**config.mk**
```make
export PLATFORM = sky130hd
export DESIGN_NAME = cfginfo_apb
export DESIGN_NICKNAME = d
export VERILOG_FILES = /design/src/rtl/cfginfo_apb.sv
export SDC_FILE = /design/constraint.sdc
export NUM_CORES = 1
export LEC_CHECK = 0
export ABC_AREA = 1
export BUFFER_PORTS_ARGS = -buffer_cell sky130_fd_sc_hd__buf_2
export CAP_MARGIN = 15
export CORE_MARGIN = 8
export CORE_UTILIZATION = 50
export CTS_CLUSTER_SIZE = 28
export DETAILED_ROUTE_END_ITERATION = 10
export GPL_ROUTABILITY_DRIVEN = 0
export GPL_TIMING_DRIVEN = 0
export PLACE_DENSITY = 0.77
export SYNTH_ARGS = -nofsm -noshare
export SYNTH_HDL_FRONTEND = slang
export SYNTH_SLANG_ARGS = --single-unit
```
**constraint.sdc**
```tcl
create_clock -name PCLK -period 1.45 [get_ports PCLK]
set_input_delay 0.145 -clock PCLK [delete_from_list [all_inputs] [get_ports PCLK]]
set_output_delay 0.145 -clock PCLK [all_outputs]
set_load 0.02 [all_outputs]
```
**src/rtl/cfginfo_apb.sv**
```systemverilog
// cfginfo_apb: read-only APB view of the elaborated core configuration,
// with a post-reset config checksum engine and one scratch register.
package cfginfo_pkg;

  typedef struct packed {
    logic [31:0] XLEN;
    logic [31:0] MISA;
    logic        ZICSR;
    logic        ZIFENCEI;
    logic        ZICNTR;
    logic        ZIHPM;
    logic        ZFH;
    logic        ZFA;
    logic        SSTC;
    logic        VIRTMEM;
    logic        BPRED_SUPPORTED;
    logic        DCACHE_SUPPORTED;
    logic        ICACHE_SUPPORTED;
    logic        BUS_SUPPORTED;
    logic        COMPRESSED_SUPPORTED;
    logic        ZICBOM;
    logic        ZICBOZ;
    logic [31:0] DCACHE_NUMWAYS;
    logic [31:0] DCACHE_WAYSIZEINBYTES;
    logic [31:0] DCACHE_LINELENINBITS;
    logic [31:0] DCACHE_REPL;
    logic [31:0] ICACHE_NUMWAYS;
    logic [31:0] ICACHE_WAYSIZEINBYTES;
    logic [31:0] ICACHE_LINELENINBITS;
    logic [31:0] ICACHE_REPL;
    logic [63:0] RESET_VECTOR;
    logic [31:0] ITLB_ENTRIES;
    logic [31:0] DTLB_ENTRIES;
    logic [31:0] PMP_ENTRIES;
  } cfg_t;

  localparam cfg_t CFG_DEFAULT = '{
    XLEN:                  32'd64,
    MISA:                  32'h0014_112D,
    ZICSR:                 1'b1,
    ZIFENCEI:              1'b1,
    ZICNTR:                1'b1,
    ZIHPM:                 1'b1,
    ZFH:                   1'b0,
    ZFA:                   1'b0,
    SSTC:                  1'b1,
    VIRTMEM:               1'b1,
    BPRED_SUPPORTED:       1'b1,
    DCACHE_SUPPORTED:      1'b1,
    ICACHE_SUPPORTED:      1'b1,
    BUS_SUPPORTED:         1'b1,
    COMPRESSED_SUPPORTED:  1'b1,
    ZICBOM:                1'b1,
    ZICBOZ:                1'b1,
    DCACHE_NUMWAYS:        32'd4,
    DCACHE_WAYSIZEINBYTES: 32'd4096,
    DCACHE_LINELENINBITS:  32'd512,
    DCACHE_REPL:           32'd1,
    ICACHE_NUMWAYS:        32'd4,
    ICACHE_WAYSIZEINBYTES: 32'd4096,
    ICACHE_LINELENINBITS:  32'd256,
    ICACHE_REPL:           32'd2,
    RESET_VECTOR:          64'h0000_0001_0000_1000,
    ITLB_ENTRIES:          32'd32,
    DTLB_ENTRIES:          32'd16,
    PMP_ENTRIES:           32'd16
  };

  typedef enum logic {IDLE, ACCESS} bus_st_t;
  typedef enum logic {CS_RUN, CS_DONE} cs_st_t;

endpackage

module cfginfo_apb
  import cfginfo_pkg::*;
#(
  parameter cfg_t P = CFG_DEFAULT,
  parameter int unsigned WAIT_STATES = 1
) (
  input  logic        PCLK,
  input  logic        PRESETn,
  input  logic        PSEL,
  input  logic        PENABLE,
  input  logic        PWRITE,
  input  logic [7:0]  PADDR,
  input  logic [31:0] PWDATA,
  input  logic [3:0]  PSTRB,
  output logic        PREADY,
  output logic [31:0] PRDATA,
  output logic        PSLVERR
);

  localparam logic [3:0] WS = WAIT_STATES[3:0];
  localparam logic [5:0] SCR_OFF = 6'h12;

  localparam logic [31:0] FEAT = {
    17'b0,
    P.ZICBOZ, P.ZICBOM,
    P.COMPRESSED_SUPPORTED,
    P.BUS_SUPPORTED,
    P.ICACHE_SUPPORTED,
    P.DCACHE_SUPPORTED,
    P.BPRED_SUPPORTED,
    P.VIRTMEM, P.SSTC,
    P.ZFA, P.ZFH,
    P.ZIHPM, P.ZICNTR,
    P.ZIFENCEI, P.ZICSR
  };

  function automatic logic [31:0] cfg_word(
    input logic [3:0] i
  );
    logic [31:0] w;
    w = '0;
    case (i)
      4'h0: w = 32'h5741_4C59;
      4'h1: w = P.XLEN;
      4'h2: w = P.MISA;
      4'h3: w = FEAT;
      4'h4: w = P.DCACHE_NUMWAYS;
      4'h5: w = P.DCACHE_WAYSIZEINBYTES;
      4'h6: w = P.DCACHE_LINELENINBITS;
      4'h7: w = P.DCACHE_REPL;
      4'h8: w = P.ICACHE_NUMWAYS;
      4'h9: w = P.ICACHE_WAYSIZEINBYTES;
      4'hA: w = P.ICACHE_LINELENINBITS;
      4'hB: w = P.ICACHE_REPL;
      4'hC: w = P.RESET_VECTOR[31:0];
      4'hD: w = P.RESET_VECTOR[63:32];
      4'hE: w = {P.DTLB_ENTRIES[15:0],
                 P.ITLB_ENTRIES[15:0]};
      4'hF: w = P.PMP_ENTRIES;
      default: w = '0;
    endcase
    return w;
  endfunction

  bus_st_t     st_q, st_d;
  cs_st_t      cs_q, cs_d;
  logic [3:0]  wcnt_q, wcnt_d;
  logic [3:0]  idx_q;
  logic [31:0] csum_q;
  logic [31:0] scratch_q;
  logic [31:0] prdata_q;
  logic        err_q;
  logic        setup;
  logic        wr_scr;
  logic        pready_c;
  logic        csum_ready;
  logic [5:0]  off;
  logic [31:0] rd_word;
  logic        unused_addr;

  assign off         = PADDR[7:2];
  assign unused_addr = ^PADDR[1:0];
  assign csum_ready  = (cs_q == CS_DONE);

  // Read mux over the register map.
  always_comb begin
    rd_word = '0;
    unique case (1'b1)
      off < 6'h10:   rd_word = cfg_word(off[3:0]);
      off == 6'h10:  rd_word = csum_q;
      off == 6'h11:  rd_word = {31'b0, csum_ready};
      off == SCR_OFF: rd_word = scratch_q;
      default:       rd_word = '0;
    endcase
  end

  // Bus FSM next state, wait counter and strobes.
  always_comb begin
    st_d     = st_q;
    wcnt_d   = wcnt_q;
    setup    = 1'b0;
    wr_scr   = 1'b0;
    pready_c = 1'b0;
    unique case (st_q)
      IDLE: begin
        if (PSEL && !PENABLE) begin
          st_d   = ACCESS;
          wcnt_d = WS;
          setup  = 1'b1;
        end
      end
      ACCESS: begin
        pready_c = (wcnt_q == 4'd0);
        if (!PSEL) begin
          st_d = IDLE;
        end else if (pready_c) begin
          st_d   = IDLE;
          wr_scr = PWRITE && (off == SCR_OFF);
        end else begin
          wcnt_d = wcnt_q - 4'd1;
        end
      end
      default: st_d = IDLE;
    endcase
  end

  // Bus FSM state register.
  always_ff @(posedge PCLK or negedge PRESETn) begin
    if (!PRESETn) begin
      st_q   <= IDLE;
      wcnt_q <= '0;
    end else begin
      st_q   <= st_d;
      wcnt_q <= wcnt_d;
    end
  end

  // Response data/error latched at setup; scratch written on completion.
  always_ff @(posedge PCLK or negedge PRESETn) begin
    if (!PRESETn) begin
      prdata_q  <= '0;
      err_q     <= 1'b0;
      scratch_q <= '0;
    end else begin
      if (setup) begin
        err_q <= PWRITE && (off != SCR_OFF);
        if (!PWRITE) prdata_q <= rd_word;
      end
      if (wr_scr) begin
        for (int b = 0; b < 4; b++) begin
          if (PSTRB[b]) begin
            scratch_q[8*b +: 8] <= PWDATA[8*b +: 8];
          end
        end
      end
    end
  end

  // Checksum engine next state: stop after the last config word.
  always_comb begin
    cs_d = cs_q;
    if (cs_q == CS_RUN && idx_q == 4'hF) cs_d = CS_DONE;
  end

  // Checksum engine: rotate-xor one config word per cycle.
  always_ff @(posedge PCLK or negedge PRESETn) begin
    if (!PRESETn) begin
      cs_q   <= CS_RUN;
      idx_q  <= '0;
      csum_q <= '0;
    end else begin
      cs_q <= cs_d;
      if (cs_q == CS_RUN) begin
        csum_q <= {csum_q[30:0], csum_q[31]}
                  ^ cfg_word(idx_q);
        idx_q  <= idx_q + 4'd1;
      end
    end
  end

  assign PREADY  = pready_c;
  assign PRDATA  = prdata_q;
  assign PSLVERR = pready_c & err_q;

endmodule

```
==> results by group <==
Outcome
  • Status: finished, violations left
  • Failing checks: negative setup slack

Floorplan
  • Standard-cell rows: 39
  • Die X: 122 µm
  • Die area: ~15,000 µm²
  • Io pins: 83
  • Core area: roughly 11,000 µm²
  • Die Y: 122 µm
  • Initial core utilization: 50.3%

Pwr
  • PwrDens: between 900 and 1000 nW/µm²
  • Leakage: about 3.8 nW
  • Final Power: 6.87 mW
  • Peak VDD IR: 0.883 mV

STA
  • # setup viols final: 55
  • RSZ-0062 raised after global routing: yes
  • Final hold vios: 0
  • Period utilisation layout: 112%
  • Worst-Margin Slew: 648 ps
  • Slew Viols, Final: 0
  • Fmax: ~0.62 GHz
  • Slew HR: 56.8%
  • Setup slack after layout: -172 ps
  • Final Critical Period: 1620 ps
  • Post-route clock skew: 10.3 ps

Critical path
  • Worst R2R Setup Slack: -170 ps
  • Crit Reg-Reg Startpoint: wcnt_q[0]$_DFFE_PN0P_
  • CP Max Fanout: 5
  • CP Data Required Time: roughly 1700 ps
  • Setup CP Type: reg -> reg
  • Reg2reg end: scratch_q[24]$_DFFE_PN0P_
  • Arrival @ worst endpoint: 1870 ps
  • Startpoint Class: register
  • Crit path capture type: register
  • Path depth of the worst reg2reg path: 9

Synthesis
  • Syn_area_per_cell: 8.06 µm²
  • Mapped cell area: approximately 5700 µm²
  • Ys flop type: dfrtp_1
  • Post-synth EDFFs: 0
  • #FFs+latches synth: 107
  • Warnings, synthesis: 0
  • Net Count, Synth: 765
  • Cells after synthesis: around 700
  • Yosys cell types: 30
  • Sequential share of the synthesized area: 47.4%
  • FFs w/ async S/R, synth: 100%

Min path
  • Class of the worst hold path: in -> reg
  • Hold path start: PWDATA[12]
  • Hold worst-path end: scratch_q[12]$_DFFE_PN0P_
  • Hold Path Stages: 3

CTS
  • H-tree level count: 3
  • Cts bufs inserted: 9
  • Worst-path clk slew: 80 ps
  • Clk_lat worst skew: 360 ps
  • Clock buffer depth: 2
  • CTS root buf: clkbuf_16
  • CTS sink count: 107
  • CTS tree: yes

Placement
  • HPWL after DPL: between 10,000 and 15,000 µm
  • Number of I/O port buffers: between 70 and 80
  • Worst slack, placed: -566 ps

Cells and area
  • Layout area overhead: 29.6%
  • Diode count: 0
  • Most common cell after layout, fill and taps aside: nand2_1
  • Most frequent cells in the layout: 188 x nand2_1, 104 x dfrtp_1, 79 x buf_2, 65 x inv_1, 51 x nand2_2
  • Share of layout cells above drive strength 1: 34.8%
  • Fin nets: just under 900
  • Fillers: 863

Route
  • Number of vias per cell: ~5.4
  • Wire per inst: 16.2 µm
  • First-pass DRT Iterations: 6
  • Routed Antenna Nets: 0
  • # DRC: 0
  • Vias post-DR: approximately 5,200
  • DRT Wirelength: 15,700 µm
  • Drt initial violations: 515

Global route
  • First-pass GRT wire length: 24,900 µm
  • Initial antenna violation count: 0
  • Vias in the first global route: about 5,000
  • Largest net degree at the start of global routing: 60
  • Grt ovf: 0
  • Total track usage: 20.8%

Flow run
  • Number of max-cap violations: 0
-- logic make-up after synthesis --
family          after synthesis  share of synthesized area [%]
fa+ha+maj                    15                           3.32
simple gates                365                           28.5
buf+inv                     109                           8.39
compound gates               95                           10.8
xor+xnor                     10                           1.55
flops                       107                           47.4
-- cells in the mapped netlist, drive strengths merged, types with 2 or more instances --
| library cell | count | area [µm²] |
|---|---|---|
| xor2 | 8 | 70.1 |
| o21ai | 75 | 495 |
| clkbuf | 12 | 45.0 |
| a31oi | 7 | 43.8 |
| clkinv | 2 | 8.75 |
| nor2 | 26 | 131 |
| inv | 77 | 289 |
| nand2 | 254 | 963 |
| a21oi | 9 | 45.0 |
| buf | 18 | 131 |
| o22ai | 3 | 18.8 |
| ha | 15 | 188 |
| nand3 | 52 | 310 |
| xnor2 | 2 | 17.5 |
| nand4 | 31 | 194 |
| dfrtp | 107 | 2680 |
-- metrics by stage --
stage | hold WS [ps] | cell area [µm²] | TNS, ps | util, % | cells
final | 19.1 | 7320 | -4920 | 65.2 | 970
after global routing | 17.6 | 7320 | -9810 | 65.2 | 970
after CTS | 19.3 | 6950 | -3750 | 61.9 | 959
after detailed placement | 214 | 6300 | -24030 | 56.1 | 923
after global placement | 394 | 6270 | -117130 | 55.8 | 922
after floorplan | -151 | 5700 | -1350 | - | 701
-- state kept, by name (all words and copies together) (netlist names) --
register,flops
csum_q,32
err_q,1
wcnt_q,4
PRDATA,32
cs_q,1
idx_q,4
scratch_q,32
st_q,1
-- repair_timing --
item | CTS | global route
setup buffers | 16 | 9
setup endpoints to repair | 96 | 92
gates cloned | 3 | 4
pin swaps | 5 | 35
hold endpoints to repair | 48 | 0
hold buffers | 1 | 0
resized for setup | 54 | 92
-- layer usage --
| metal | track usage [%] | up-vias | wire length [µm] |
|---|---|---|---|
| li1 | - | 2507 | - |
| met1 | 25.7 | 2448 | 6370 |
| met2 | 34.2 | 210 | 7740 |
| met3 | 4.69 | 40 | 1170 |
| met4 | 9.29 | 0 | 452 |
| met5 | 0 | - | 0 |
-- report_power, final --
part | internal, mW | switching, mW
combinational | 0.460 | 0.667
clock | 1.37 | 1.16
sequential | 3.11 | 0.0985
total | 4.94 | 1.93
-- cell type report --
type,count,area [µm²],area share (%)
clock inverters,6,72.6,0.991
plain buffers,28,218,2.97
multi-input cells,485,2830,38.7
well taps,143,179,2.44
flip-flops and latches,107,2680,36.6
repair buffers,112,798,10.9
inverters,79,314,4.29
clock buffers,10,229,3.13
-- worst max-delay path: stages (launching register included) --
cell and delay [ps]:
dfrtp_1 390, inv_2 90, ha_4 130, nand4_1 160, nor2_4 170, buf_6 140, nand3_4 140, buf_6 180
nand2_2 50, o21ai_2 50
-- worst max-delay path by stage --
| stage | startpoint | end | slack (ps) |
|---|---|---|---|
| 2_1_floorplan | wcnt_q[0]$_DFFE_PN0P_ | scratch_q[13]$_DFFE_PN0P_ | -80 |
| 3_3_place_gp | PRESETn | PRDATA[27]$_DFFE_PN0P_ | -900 |
| 3_5_place_dp | PADDR[3] | PRDATA[31]$_DFFE_PN0P_ | -570 |
| 4_1_cts | wcnt_q[0]$_DFFE_PN0P_ | scratch_q[30]$_DFFE_PN0P_ | -140 |
| 5_1_grt | wcnt_q[0]$_DFFE_PN0P_ | scratch_q[24]$_DFFE_PN0P_ | -250 |
| 6_report | wcnt_q[0]$_DFFE_PN0P_ | scratch_q[24]$_DFFE_PN0P_ | -170 |
(Power assumes the default switching activity.)
